### src/rtl/instr_encoder_if.sv
// instr_encoder_if: field-bundle handshake and imem write-port bundle for instr_encoder.
// master = front end that supplies decoded fields and watches the imem port,
// slave  = the encoder itself.
interface instr_encoder_if #(
    parameter int unsigned ADDR_W = 8
);
    logic              in_valid;
    logic              in_ready;
    logic [2:0]        fmt;
    logic [6:0]        op;
    logic [4:0]        rd;
    logic [4:0]        rs1;
    logic [4:0]        rs2;
    logic [2:0]        funct3;
    logic [6:0]        funct7;
    logic [31:0]       imm;
    logic              mem_we;
    logic [ADDR_W-1:0] mem_addr;
    logic [31:0]       mem_wdata;
    logic [ADDR_W:0]   count;
    logic              err;

    modport master (
        output in_valid, fmt, op, rd, rs1, rs2, funct3, funct7, imm,
        input  in_ready, mem_we, mem_addr, mem_wdata, count, err
    );

    modport slave (
        input  in_valid, fmt, op, rd, rs1, rs2, funct3, funct7, imm,
        output in_ready, mem_we, mem_addr, mem_wdata, count, err
    );
endinterface

### src/rtl/instr_encoder.sv
// instr_encoder: packs decoded RV32I fields into 32-bit instruction words and
// writes them into imem at an auto-incrementing word address.
// Optional macro ENCODER_IMM_CHECK_EN: reject bundles whose immediate does not
// fit the selected format; when undefined, immediates are silently truncated.
module instr_encoder #(
    parameter int unsigned ADDR_W = 8
) (
    input  logic              clk,
    input  logic              reset,
    input  logic              clear,
    instr_encoder_if.slave    bus
);
    localparam int unsigned CNT_W = ADDR_W + 1;

    localparam logic [1:0] ST_IDLE  = 2'b00;
    localparam logic [1:0] ST_WRITE = 2'b01;
    localparam logic [1:0] ST_FULL  = 2'b10;

    localparam logic [2:0] FMT_I = 3'b000;
    localparam logic [2:0] FMT_S = 3'b001;
    localparam logic [2:0] FMT_B = 3'b010;
    localparam logic [2:0] FMT_J = 3'b011;
    localparam logic [2:0] FMT_U = 3'b100;
    localparam logic [2:0] FMT_R = 3'b101;

    localparam logic [ADDR_W-1:0] PTR_MAX = {ADDR_W{1'b1}};

    logic [1:0]        state, state_nxt;
    logic [ADDR_W-1:0] ptr, ptr_nxt;
    logic [CNT_W-1:0]  count, count_nxt;
    logic [31:0]       wdata, wdata_nxt;
    logic              err, err_nxt;

    logic              accept;
    logic [31:0]       word;
    logic              fmt_ok;
    logic              imm_ok;
    logic              legal;

    // Format-dependent bit packing of the field bundle
    always_comb begin
        word = 32'd0;
        case (bus.fmt)
            FMT_R: word = {bus.funct7, bus.rs2, bus.rs1, bus.funct3, bus.rd, bus.op};
            FMT_I: word = {bus.imm[11:0], bus.rs1, bus.funct3, bus.rd, bus.op};
            FMT_S: word = {bus.imm[11:5], bus.rs2, bus.rs1, bus.funct3, bus.imm[4:0], bus.op};
            FMT_B: word = {bus.imm[12], bus.imm[10:5], bus.rs2, bus.rs1, bus.funct3,
                           bus.imm[4:1], bus.imm[11], bus.op};
            FMT_U: word = {bus.imm[31:12], bus.rd, bus.op};
            FMT_J: word = {bus.imm[20], bus.imm[10:1], bus.imm[11], bus.imm[19:12],
                           bus.rd, bus.op};
            default: word = 32'd0;
        endcase
    end

    // Bundle legality: known format, 32-bit opcode space, optional immediate range
    always_comb begin
        fmt_ok = (bus.fmt != 3'b110) && (bus.fmt != 3'b111);
        imm_ok = 1'b1;
`ifdef ENCODER_IMM_CHECK_EN
        case (bus.fmt)
            FMT_I, FMT_S: imm_ok = (&bus.imm[31:11]) || !(|bus.imm[31:11]);
            FMT_B:        imm_ok = ((&bus.imm[31:12]) || !(|bus.imm[31:12])) && !bus.imm[0];
            FMT_J:        imm_ok = ((&bus.imm[31:20]) || !(|bus.imm[31:20])) && !bus.imm[0];
            FMT_U:        imm_ok = (bus.imm[11:0] == 12'd0);
            default:      imm_ok = 1'b1;
        endcase
`endif
        legal = fmt_ok && (bus.op[1:0] == 2'b11) && imm_ok;
    end

    // Next-state and next-register values; clear outranks the handshake
    always_comb begin
        state_nxt = state;
        ptr_nxt   = ptr;
        count_nxt = count;
        wdata_nxt = wdata;
        err_nxt   = err;
        accept    = (state == ST_IDLE) && !reset;
        if (clear) begin
            state_nxt = ST_IDLE;
            ptr_nxt   = '0;
            count_nxt = '0;
            err_nxt   = 1'b0;
        end else begin
            case (state)
                ST_IDLE: begin
                    if (bus.in_valid && accept) begin
                        if (legal) begin
                            wdata_nxt = word;
                            state_nxt = ST_WRITE;
                        end else begin
                            err_nxt = 1'b1;
                        end
                    end
                end
                ST_WRITE: begin
                    count_nxt = count + CNT_W'(1);
                    if (ptr == PTR_MAX) begin
                        state_nxt = ST_FULL;
                    end else begin
                        ptr_nxt   = ptr + ADDR_W'(1);
                        state_nxt = ST_IDLE;
                    end
                end
                ST_FULL: state_nxt = ST_FULL;
                default: state_nxt = ST_IDLE;
            endcase
        end
    end

    // State and datapath registers with synchronous reset
    always_ff @(posedge clk) begin
        if (reset) begin
            state <= ST_IDLE;
            ptr   <= '0;
            count <= '0;
            wdata <= 32'd0;
            err   <= 1'b0;
        end else begin
            state <= state_nxt;
            ptr   <= ptr_nxt;
            count <= count_nxt;
            wdata <= wdata_nxt;
            err   <= err_nxt;
        end
    end

    assign bus.in_ready  = accept;
    assign bus.mem_we    = (state == ST_WRITE) && !clear;
    assign bus.mem_addr  = ptr;
    assign bus.mem_wdata = wdata;
    assign bus.count     = count;
    assign bus.err       = err;
endmodule
### src/flat_wrapper.sv
// flat-port wrapper written by rule: the top's interface ports become plain ports
module instr_encoder_flat 
#(
    parameter int unsigned ADDR_W = 8
)
  (clk, reset, clear, bus_in_valid, bus_fmt, bus_op, bus_rd, bus_rs1, bus_rs2, bus_funct3, bus_funct7, bus_imm, bus_in_ready, bus_mem_we, bus_mem_addr, bus_mem_wdata, bus_count, bus_err);
  instr_encoder_if #(.ADDR_W(ADDR_W)) bus_i ();
  input  logic clk;
  input  logic reset;
  input  logic clear;
  input wire logic [$bits(bus_i.in_valid)-1:0] bus_in_valid;
  input wire logic [$bits(bus_i.fmt)-1:0] bus_fmt;
  input wire logic [$bits(bus_i.op)-1:0] bus_op;
  input wire logic [$bits(bus_i.rd)-1:0] bus_rd;
  input wire logic [$bits(bus_i.rs1)-1:0] bus_rs1;
  input wire logic [$bits(bus_i.rs2)-1:0] bus_rs2;
  input wire logic [$bits(bus_i.funct3)-1:0] bus_funct3;
  input wire logic [$bits(bus_i.funct7)-1:0] bus_funct7;
  input wire logic [$bits(bus_i.imm)-1:0] bus_imm;
  output wire logic [$bits(bus_i.in_ready)-1:0] bus_in_ready;
  output wire logic [$bits(bus_i.mem_we)-1:0] bus_mem_we;
  output wire logic [$bits(bus_i.mem_addr)-1:0] bus_mem_addr;
  output wire logic [$bits(bus_i.mem_wdata)-1:0] bus_mem_wdata;
  output wire logic [$bits(bus_i.count)-1:0] bus_count;
  output wire logic [$bits(bus_i.err)-1:0] bus_err;
  assign bus_i.in_valid = bus_in_valid;
  assign bus_i.fmt = bus_fmt;
  assign bus_i.op = bus_op;
  assign bus_i.rd = bus_rd;
  assign bus_i.rs1 = bus_rs1;
  assign bus_i.rs2 = bus_rs2;
  assign bus_i.funct3 = bus_funct3;
  assign bus_i.funct7 = bus_funct7;
  assign bus_i.imm = bus_imm;
  assign bus_in_ready = bus_i.in_ready;
  assign bus_mem_we = bus_i.mem_we;
  assign bus_mem_addr = bus_i.mem_addr;
  assign bus_mem_wdata = bus_i.mem_wdata;
  assign bus_count = bus_i.count;
  assign bus_err = bus_i.err;
  instr_encoder #(.ADDR_W(ADDR_W)) u_core (.clk(clk), .reset(reset), .clear(clear), .bus(bus_i));
endmodule
### config.mk
export PLATFORM = sky130hd
export DESIGN_NAME = instr_encoder_flat
export DESIGN_NICKNAME = d
export VERILOG_FILES = /design/src/rtl/instr_encoder_if.sv /design/src/rtl/instr_encoder.sv /design/src/flat_wrapper.sv
export SDC_FILE = /design/constraint.sdc
export NUM_CORES = 1
export LEC_CHECK = 0
export CORE_ASPECT_RATIO = 2
export CORE_MARGIN = 5
export CORE_UTILIZATION = 45
export CTS_CLUSTER_SIZE = 14
export DETAILED_ROUTE_END_ITERATION = 8
export PLACE_DENSITY = 0.86
export SYNTH_ARGS = -nofsm -noshare
export SYNTH_HDL_FRONTEND = slang
export SYNTH_SLANG_ARGS = --single-unit
### constraint.sdc
create_clock -name clk -period 4.6 [get_ports clk]
set_input_delay 0.92 -clock clk [delete_from_list [all_inputs] [get_ports clk]]
set_output_delay 0.92 -clock clk [all_outputs]
set_load 0.01 [all_outputs]
==> impl_metrics.py, run 1 <==
metrics = {
    "synth": {
        "seq_area_frac_synth_pct": 37.87,
        "synth.most_common_cell": "dfxtp_1",
        "synth_top_area_share_pct": 37.87,
        "synth_seq_cells": 52,
        "synth.net_count": 400,
        "synth.avg_cell_area_um2": 8.406,
        "async_flop_share_pct": 0,
        "netlist_instances": 327,
        "yosys-top-cells-area": "dfxtp_1, a21oi_1, a221oi_1",
        "synth_edf_count": 0,
        "synth_warnings": 0,
        "synthDistinctLibCells": 45,
        "synth_flop_cell": "dfxtp_1",
        "yosysTopAreaCell": "dfxtp_1",
        "synth_commonest_cells": "dfxtp_1, a21oi_1, nor2_1",
        "syn_area_mm2": 0.002749,
    },
    "power_and_ir_drop": {
        "clockPowerShare_pct": 46.3,
        "p_sw_uw": 234.9,
        "pwr-share-seq_pct": 39.8,
        "ir_drop_mv": 0.2198,
        "p_per_area_mw_per_mm2": 276.0,
        "p_int_uw": 913.8,
        "leakage_nw": 1.459,
        "swShare_pct": 20.45,
        "combPwrFrac_pct": 13.9,
    },
    "final_layout": {
        "nets": 506,
        "num_antenna_cells": 0,
        "finalNonFillerCells": 497,
        "area_growth_pct": 51.39,
        "drive_gt1_share_pct": 7.604,
    },
    "setup_path": {
        "worstPathCellList": "clkdlybuf4s50_1, buf_4, nor3_1, clkdlybuf4s50_1",
        "slowest_delay_ns": 0.58,
        "path_delay_family": "buffers and inverters",
        "crit_type": "in -> out",
        "cp_common_cell": "clkdlybuf4s50_1",
        "crit_required_ns": 3.68,
        "end_kind": "primary output",
        "crit_fanout": 35,
        "worstPathArrival_ns": 2.43,
        "regToRegSetupSlack_ns": 2.08,
        "cp_num_buf_inv": 3,
        "slowest_stage": "clkdlybuf4s50_1",
        "critPathLaunchType": "input pin",
    },
    "die": {
        "coreArea_mm2": 0.006006,
        "dieArea_mm2": 0.007866,
        "row_count": 40,
        "initial_core_util_pct": 45.77,
        "pin_count": 123,
        "die_y_um": 120.5,
        "die_x_um": 65.27,
    },
    "clock_tree": {
        "cts_buffers": 5,
        "cts.sinks": 52,
        "path_clk_slew_ns": 0.07,
        "htreeDepth": 2,
        "cts_hold_buf": 0,
        "clock_path_buffers": 2,
        "ctsResizeCount": 0,
        "clk_latency_ns": 0.29,
        "postCtsSetupRepairBufs": 0,
        "cts_tree": "yes",
        "cts-root-buf": "clkbuf_16",
    },
    "global_route": {
        "grt.overflow.total": 0,
        "antenna_found_initial": 0,
        "grt_pass1_wl_um": 13750,
        "grt_max_degree": 44,
        "grt_pass1_vias": 2833,
        "grt_usage_pct": 21.96,
    },
    "sta": {
        "whs_ns": 0.4531,
        "rsz0062_at_grt": "false",
        "hold_viol": 0,
        "fin_crit_ns": 3.347,
        "drv_slew": 0,
        "setup_tns_ns": 0,
        "post-route-period-util_pct": 72.76,
        "worst_pin_slew_ns": 1.073,
        "slew_headroom_pct": 28.30,
        "fmax_mhz": 298.8,
        "fin_skew_ns": 0.003547,
        "setup_viol_count_final": 0,
    },
    "place": {
        "dp.final_hpwl_um": 6426,
        "finalWeightedCongestion": 0.8151,
        "port_buffers": 122,
        "dp.cells": 489,
    },
    "drt": {
        "ant_nets": 0,
        "vias": 2938,
        "drt_iter0_drc": 189,
        "drc_errors": 0,
        "drt-pass1-iter-count": 5,
        "drt-wirelength-per-cell_um": 17.36,
        "vias_per_cell": 5.911,
        "finalWirelength_um": 8626,
    },
    "min_path": {
        "hold_class": "reg -> reg",
    },
    "flow_run": {
        "max_cap_viol_count": 0,
    },
    "run_status": {
        "status": "finished clean",
    },
}
-- layout make-up --
cell class / count / area, um^2
fill: 487 / 1844
multi-input combinational: 244 / 1556
timing repair buffer: 127 / 1259
sequential: 52 / 1041
clock buffer: 5 / 125.1
clock inverter: 3 / 90.09
tap: 63 / 78.83
inverter: 3 / 11.26
-- state kept, by name, indices dropped and copies added, names as in the netlist --
signal / count
u_core.bus.mem_wdata: 32
u_core.bus.count: 9
u_core.bus.mem_addr: 8
u_core.state: 2
u_core.bus.err: 1
-- per-layer routing --
layer / up-vias / GRT usage (%) / routed length, um
met2: 121 / 41.33 / 4755
met1: 1393 / 23.65 / 3109
met3: 15 / 4.275 / 585
li1: 1409 / - / -
met5: - / 0 / 0
met4: 0 / 7.143 / 175
-- power by group through the flow --
| stage | sequential (mW) | clock [mW] | combinational (mW) |
|---|---|---|---|
| 2_1_floorplan | 0.469 | 0 | 0.0688 |
| 3_3_place_gp | 0.467 | 0 | 0.155 |
| 3_5_place_dp | 0.467 | 0 | 0.158 |
| 4_1_cts | 0.457 | 0.537 | 0.159 |
| 5_1_grt | 0.457 | 0.559 | 0.171 |
| 6_report | 0.457 | 0.532 | 0.159 |
-- layout by cell type, fill, tap and decap left out, drive strengths merged, types with 2 or more instances in the layout --
cell | Yosys | routed
nand3 | 6 | 6
nor2b | 18 | 18
or2 | 6 | 6
and3 | 2 | 2
clkbuf | 21 | 5
o21ai | 3 | 3
mux2 | 11 | 11
xor2 | 7 | 7
and4 | 2 | 2
a221o | 5 | 5
buf | 7 | 5
nor3 | 15 | 15
a31oi | 4 | 4
ha | 2 | 2
dfxtp | 52 | 52
and2 | 2 | 2
a21oi | 38 | 38
a211o | 8 | 8
nand2 | 29 | 29
a22o | 5 | 5
nand4 | 4 | 4
a221oi | 20 | 20
nor2 | 31 | 31
xnor2 | 2 | 2
a211oi | 2 | 2
clkdlybuf4s50 | 0 | 122
bufinv | 0 | 3
mux2i | 7 | 7
inv | 3 | 3
-- metrics by stage --
stage	area [um^2]	power, mW	setup slack (ns)	util (%)
floorplan	2749	0.5378	2.023	-
finish	4161	1.149	1.253	69.29
CTS	4161	1.153	1.269	69.29
global route	4161	1.188	1.180	69.29
detailed placement	3946	0.6253	1.128	65.71
global placement	3946	0.6224	1.187	65.71
-- path summary, 6_finish.rpt --
check	depth (start not counted)	startpoint	end
hold reg to reg	2	u_core.bus.mem_wdata[2]	u_core.bus.mem_wdata[2]
hold / removal	2	u_core.bus.mem_wdata[2]	u_core.bus.mem_wdata[2]
setup reg to reg	6	u_core.state[1]	u_core.bus.mem_wdata[31]
setup / recovery	4	reset	bus_in_ready
-- logic make-up (layout without fill, tap and decap cells) --
kind of cell / Yosys count / count (layout) / share of synthesized area [%]
AND/OR/NAND/NOR: 121 / 121 / 21.80
flip-flops: 52 / 52 / 37.87
adder cells (fa/ha/maj): 2 / 2 / 0.9102
XOR/XNOR: 9 / 9 / 2.868
AO/OA/AOI/OAI: 94 / 94 / 23.99
multiplexers: 18 / 18 / 7.055
buffers and inverters: 31 / 138 / 5.507
-- tightest hold or removal path: stages (launching register included) --
cell     delay [ns]
dfxtp_1        0.31
nand2_1        0.05
a21oi_1        0.05
Power figures use the tool's default switching activity.
==> run 2, diff against run 1 <==
--- a/config.mk
+++ b/config.mk
@@ -7,10 +7,10 @@
 export LEC_CHECK = 0
 export CORE_ASPECT_RATIO = 2
 export CORE_MARGIN = 5
-export CORE_UTILIZATION = 45
+export CORE_UTILIZATION = 38
 export CTS_CLUSTER_SIZE = 14
 export DETAILED_ROUTE_END_ITERATION = 8
-export PLACE_DENSITY = 0.86
+export PLACE_DENSITY = 0.77
 export SYNTH_ARGS = -nofsm -noshare
 export SYNTH_HDL_FRONTEND = slang
 export SYNTH_SLANG_ARGS = --single-unit
==> constraint.sdc (replaced) <==
create_clock -name clk -period 3 [get_ports clk]
set_input_delay 0.6 -clock clk [delete_from_list [all_inputs] [get_ports clk]]
set_output_delay 0.6 -clock clk [all_outputs]
set_load 0.01 [all_outputs]
==> impl_metrics.py, run 2 (same netlist as run 1, synthesis figures left out) <==
metrics = {
    "drt": {
        "drc_errors": 0,
        "vias_per_cell": 5.398,
        "vias": 2904,
        "drt-pass1-iter-count": 4,
        "finalWirelength_um": 8456,
        "drt-wirelength-per-cell_um": 15.72,
        "ant_nets": 0,
        "drt_iter0_drc": 161,
    },
    "die": {
        "pin_count": 123,
        "row_count": 44,
        "initial_core_util_pct": 38.41,
        "dieArea_mm2": 0.009138,
        "coreArea_mm2": 0.007157,
        "die_x_um": 70.14,
        "die_y_um": 130.3,
    },
    "clock_tree": {
        "cts_hold_buf": 0,
        "clock_path_buffers": 2,
        "postCtsSetupRepairBufs": 0,
        "cts_buffers": 5,
        "cts_tree": "yes",
        "path_clk_slew_ns": 0.07,
        "cts-root-buf": "clkbuf_16",
        "htreeDepth": 2,
        "cts.sinks": 52,
        "clk_latency_ns": 0.29,
        "ctsResizeCount": 0,
    },
    "sta": {
        "slew_headroom_pct": 58.03,
        "post-route-period-util_pct": 79.82,
        "setup_tns_ns": 0,
        "rsz0062_at_grt": "false",
        "fin_skew_ns": 0.003332,
        "fmax_mhz": 417.6,
        "fin_crit_ns": 2.395,
        "worst_pin_slew_ns": 0.6276,
        "fin_ws_ns": 0.6053,
        "drv_slew": 0,
        "setup_viol_count_final": 0,
        "hold_viol": 0,
    },
    "power_and_ir_drop": {
        "p_int_mw": 1.244,
        "clockPowerShare_pct": 40.7,
        "p_sw_uw": 366.9,
        "leakage_nw": 1.496,
        "ir_drop_mv": 0.2919,
        "combPwrFrac_pct": 15.8,
        "p_per_area_mw_per_mm2": 379.9,
        "pwr-share-seq_pct": 43.5,
        "swShare_pct": 22.78,
    },
    "final_layout": {
        "final_cell_mix": "clkdlybuf4s50_1, dfxtp_1, a21oi_1",
        "nets": 518,
        "largest_reg_flops": 32,
        "drive_gt1_share_pct": 9.865,
        "final_area_mm2": 0.004240,
        "num_antenna_cells": 0,
        "final_common_cell": "clkdlybuf4s50_1",
        "nFillCells": 637,
        "area_growth_pct": 54.26,
    },
    "setup_path": {
        "critPathLaunchType": "input pin",
        "end_kind": "primary output",
        "worstPathArrival_ns": 1.79,
        "crit_required_ns": 2.40,
        "crit_fanout": 4,
        "crit_type": "in -> out",
    },
    "global_route": {
        "grt_pass1_wl_um": 13530,
        "grt_pass1_vias": 2757,
        "grt.overflow.total": 0,
        "antenna_found_initial": 0,
        "grt_usage_pct": 18.06,
        "grt_max_degree": 35,
    },
    "place": {
        "dpl_cell_area_mm2": 0.004073,
        "port_buffers": 122,
        "pre_cts_slack_ns": 0.3738,
        "finalWeightedCongestion": 0.8043,
        "dp.final_hpwl_um": 6333,
    },
    "flow_run": {
        "max_cap_viol_count": 0,
    },
    "run_status": {
        "status": "finished clean",
    },
    "min_path": {
        "hold_class": "reg -> reg",
    },
}
run 2: cell count changes in the layout (fill, tap and decap cells not counted), sizes merged:
cell | previous run | this run
buf | 5 | 17
bufinv | 3 | 1
clkbuf | 5 | 6
inv | 3 | 4
run 2: metal layers:
layer | vias to the layer above | track usage (%) | share of wire [%]
met5 | - | 0 | 0
met4 | 0 | 4.628 | 1.1
met3 | 7 | 7.633 | 11
met2 | 125 | 28.11 | 44
met1 | 1340 | 23.12 | 44
li1 | 1432 | - | -
run 2: final timing paths:
path,cells past startpoint,slack (ns),endpoint,from
min reg2reg,2,0.45,u_core.bus.mem_wdata[4],u_core.bus.mem_wdata[4]
min,2,0.45,u_core.bus.mem_wdata[4],u_core.bus.mem_wdata[4]
max reg2reg,5,1.00,u_core.bus.mem_wdata[22],u_core.state[1]
max,3,0.61,bus_mem_we,clear
run 2: area by class of cell:
type	instances	area [um^2]	area share [%]
clock inverter	2	38.79	0.9147
inverter	3	11.26	0.2656
multi-input combinational	244	1556	36.71
sequential	52	1041	24.55
clock buffer	6	128.9	3.039
tap	92	115.1	2.715
timing repair buffer	139	1349	31.81
run 2: worst max-delay path, stage by stage:
cell             delay [ns]
clkdlybuf4s50_1        0.46
nor2b_1                0.18
clkdlybuf4s50_1        0.56
run 2: power by group through the flow:
stage / logic (mW) / registers [mW] / clock network, mW
after floorplan: 0.105 / 0.719 / 0
after global placement: 0.250 / 0.716 / 0
after detailed placement: 0.253 / 0.717 / 0
after CTS: 0.254 / 0.700 / 0.677
after global routing: 0.274 / 0.701 / 0.696
final: 0.254 / 0.701 / 0.656
run 2: stage by stage:
step / cells / power [mW] / utilization, % / hold WS, ns
6_report: 538 / 1.611 / 59.25 / 0.4543
5_1_grt: 538 / 1.671 / 59.25 / 0.4785
4_1_cts: 538 / 1.632 / 59.25 / 0.4572
3_5_place_dp: 530 / 0.9696 / 56.91 / 0.4481
3_3_place_gp: 530 / 0.9663 / 56.91 / 0.4413
2_1_floorplan: 327 / 0.8246 / - / 0.4805
==> run 3, diff against run 2 <==
==> constraint.sdc (replaced) <==
create_clock -name clk -period 2.03 [get_ports clk]
set_input_delay 0.406 -clock clk [delete_from_list [all_inputs] [get_ports clk]]
set_output_delay 0.406 -clock clk [all_outputs]
set_load 0.01 [all_outputs]
==> impl_metrics.py, run 3 (same netlist as run 1, synthesis figures left out) <==
metrics = {
    "run_status": {
        "status": "finished clean",
    },
    "drt": {
        "finalWirelength_um": 8729,
        "drt_iter0_drc": 183,
        "vias": 2998,
        "vias_per_cell": 5.373,
        "drt-pass1-iter-count": 4,
        "ant_nets": 0,
        "drt-wirelength-per-cell_um": 15.64,
        "drc_errors": 0,
    },
    "clock_tree": {
        "cts-root-buf": "clkbuf_16",
        "cts_buffers": 5,
        "clock_path_buffers": 2,
        "htreeDepth": 2,
        "cts_tree": "yes",
        "clk_latency_ns": 0.29,
        "cts.sinks": 52,
        "path_clk_slew_ns": 0.07,
    },
    "final_layout": {
        "final_cell_mix": "clkdlybuf4s50_1, dfxtp_1, a21oi_1",
        "final_common_cell": "clkdlybuf4s50_1",
        "num_antenna_cells": 0,
        "nets": 538,
        "post-route-util_pct": 62.45,
        "largest_reg_flops": 32,
        "area_growth_pct": 62.59,
        "finalNonFillerCells": 558,
        "drive_gt1_share_pct": 15.88,
    },
    "power_and_ir_drop": {
        "clockPowerShare_pct": 37.3,
        "leakage_nw": 1.628,
        "total_power_mw": 2.299,
        "p_sw_uw": 568.9,
        "ir_drop_mv": 0.4821,
        "p_per_area_mw_per_mm2": 514.3,
        "pwr-share-seq_pct": 45.0,
        "combPwrFrac_pct": 17.7,
        "swShare_pct": 24.75,
        "p_int_mw": 1.730,
    },
    "place": {
        "dp.final_hpwl_um": 6437,
        "port_buffers": 122,
        "dp.cells": 545,
        "finalWeightedCongestion": 0.7916,
    },
    "setup_path": {
        "slowest_stage": "or4b_4",
        "regToRegSetupSlack_ns": 0.04,
        "worstPathCellList": "or4b_4, a2111o_1, buf_8, buf_4, a221oi_1, nor3_1",
        "slowest_delay_ns": 0.54,
        "crit_fanout": 9,
        "critPathLaunchType": "register",
        "crit_type": "reg -> reg",
        "worstPathArrival_ns": 2.17,
        "end_kind": "register",
        "crit_required_ns": 2.20,
        "cp_num_buf_inv": 2,
        "path_delay_family": "simple AND/OR/NAND/NOR gates",
    },
    "sta": {
        "drv_slew": 0,
        "fin_skew_ns": 0.004111,
        "fin_crit_ns": 1.995,
        "fmax_mhz": 501.3,
        "post-route-period-util_pct": 98.27,
        "rsz0062_at_grt": "true",
        "setup_viol_count_final": 0,
        "hold_viol": 0,
        "worst_pin_slew_ns": 0.5875,
        "slew_headroom_pct": 60.84,
    },
    "global_route": {
        "grt_usage_pct": 19.39,
        "grt_max_degree": 35,
        "grt.overflow.total": 0,
        "grt_pass1_wl_um": 14500,
        "antenna_found_initial": 0,
        "grt_pass1_vias": 2981,
    },
    "min_path": {
        "hold_class": "reg -> reg",
    },
    "die": {
        "pin_count": 123,
        "die_x_um": 70.14,
        "initial_core_util_pct": 38.41,
        "die_y_um": 130.3,
        "coreArea_mm2": 0.007157,
        "row_count": 44,
        "dieArea_mm2": 0.009138,
    },
    "flow_run": {
        "max_cap_viol_count": 0,
    },
}
-- run 3: cell count changes in the layout (fill, tap and decap cells not counted), moves of 3 or more --
| cell | delta |
|---|---|
| dlygate4sd2_1 | +5 |
| a221oi_1 | -6 |
| clkdlybuf4s50_1 | -5 |
| buf_12 | +3 |
| buf_4 | +15 |
| a221oi_2 | +5 |
-- run 3: worst reg2reg max path, delay by kind of cell (launching register included) --
| kind | cells | cell delay, ns |
|---|---|---|
| flip-flops | 1 | 0.32 |
| AO/OA/AOI/OAI | 2 | 0.60 |
| buffers and inverters | 2 | 0.34 |
| AND/OR/NAND/NOR | 2 | 0.61 |
-- run 3: worst paths after layout --
check                                             start                       to  depth (start not counted)
worst min register to register  u_core.bus.mem_wdata[5]  u_core.bus.mem_wdata[5]                          2
worst max register to register          u_core.state[1]  u_core.bus.mem_wdata[9]                          6
worst min-delay path            u_core.bus.mem_wdata[5]  u_core.bus.mem_wdata[5]                          2
worst max-delay path                    u_core.state[1]  u_core.bus.mem_wdata[9]                          6
-- run 3: layer usage --
layer | track usage (%) | part of all wire (%)
met1 | 24.13 | 42
met2 | 31.40 | 46
met5 | 0 | 0
met3 | 7.710 | 10
met4 | 4.853 | 1.2
-- run 3: layout make-up --
| cell class | instances | area [um^2] |
|---|---|---|
| multi-input cells | 244 | 1613 |
| fillers | 619 | 2688 |
| clock inverters | 3 | 21.27 |
| inverters | 3 | 11.26 |
| well taps | 92 | 115.1 |
| clock buffers | 5 | 125.1 |
| flip-flops and latches | 52 | 1042 |
| repair buffers | 159 | 1541 |
-- run 3: through the flow --
step / cell area [um^2] / setup WS, ns / hold WS (ns) / TNS [ns]
final: 4469 / 0.03520 / 0.4556 / 0
after global routing: 4469 / -0.01523 / 0.4791 / -0.03748
after CTS: 4427 / 0.04626 / 0.4574 / 0
after detailed placement: 4210 / -0.3888 / 0.4495 / -10.84
after global placement: 4210 / -0.3537 / 0.4418 / -10.01
after floorplan: 2753 / -0.002065 / 0.4805 / -0.004130
-- run 3: what timing repair did --
action | in CTS | in global routing
setup endpoints to repair | 30 | 7
pin swaps | 3 | 1
hold buffers | 0 | 0
gates resized for setup | 11 | 7
buffers inserted | 5 | 0
-- run 3: power groups by stage --
stage          clock (mW)  combinational, mW  sequential (mW)
2_1_floorplan           0              0.156             1.06
3_3_place_gp            0              0.391             1.06
3_5_place_dp            0              0.394             1.06
4_1_cts             0.877              0.400             1.03
5_1_grt             0.917              0.438             1.04
6_report            0.857              0.407             1.03
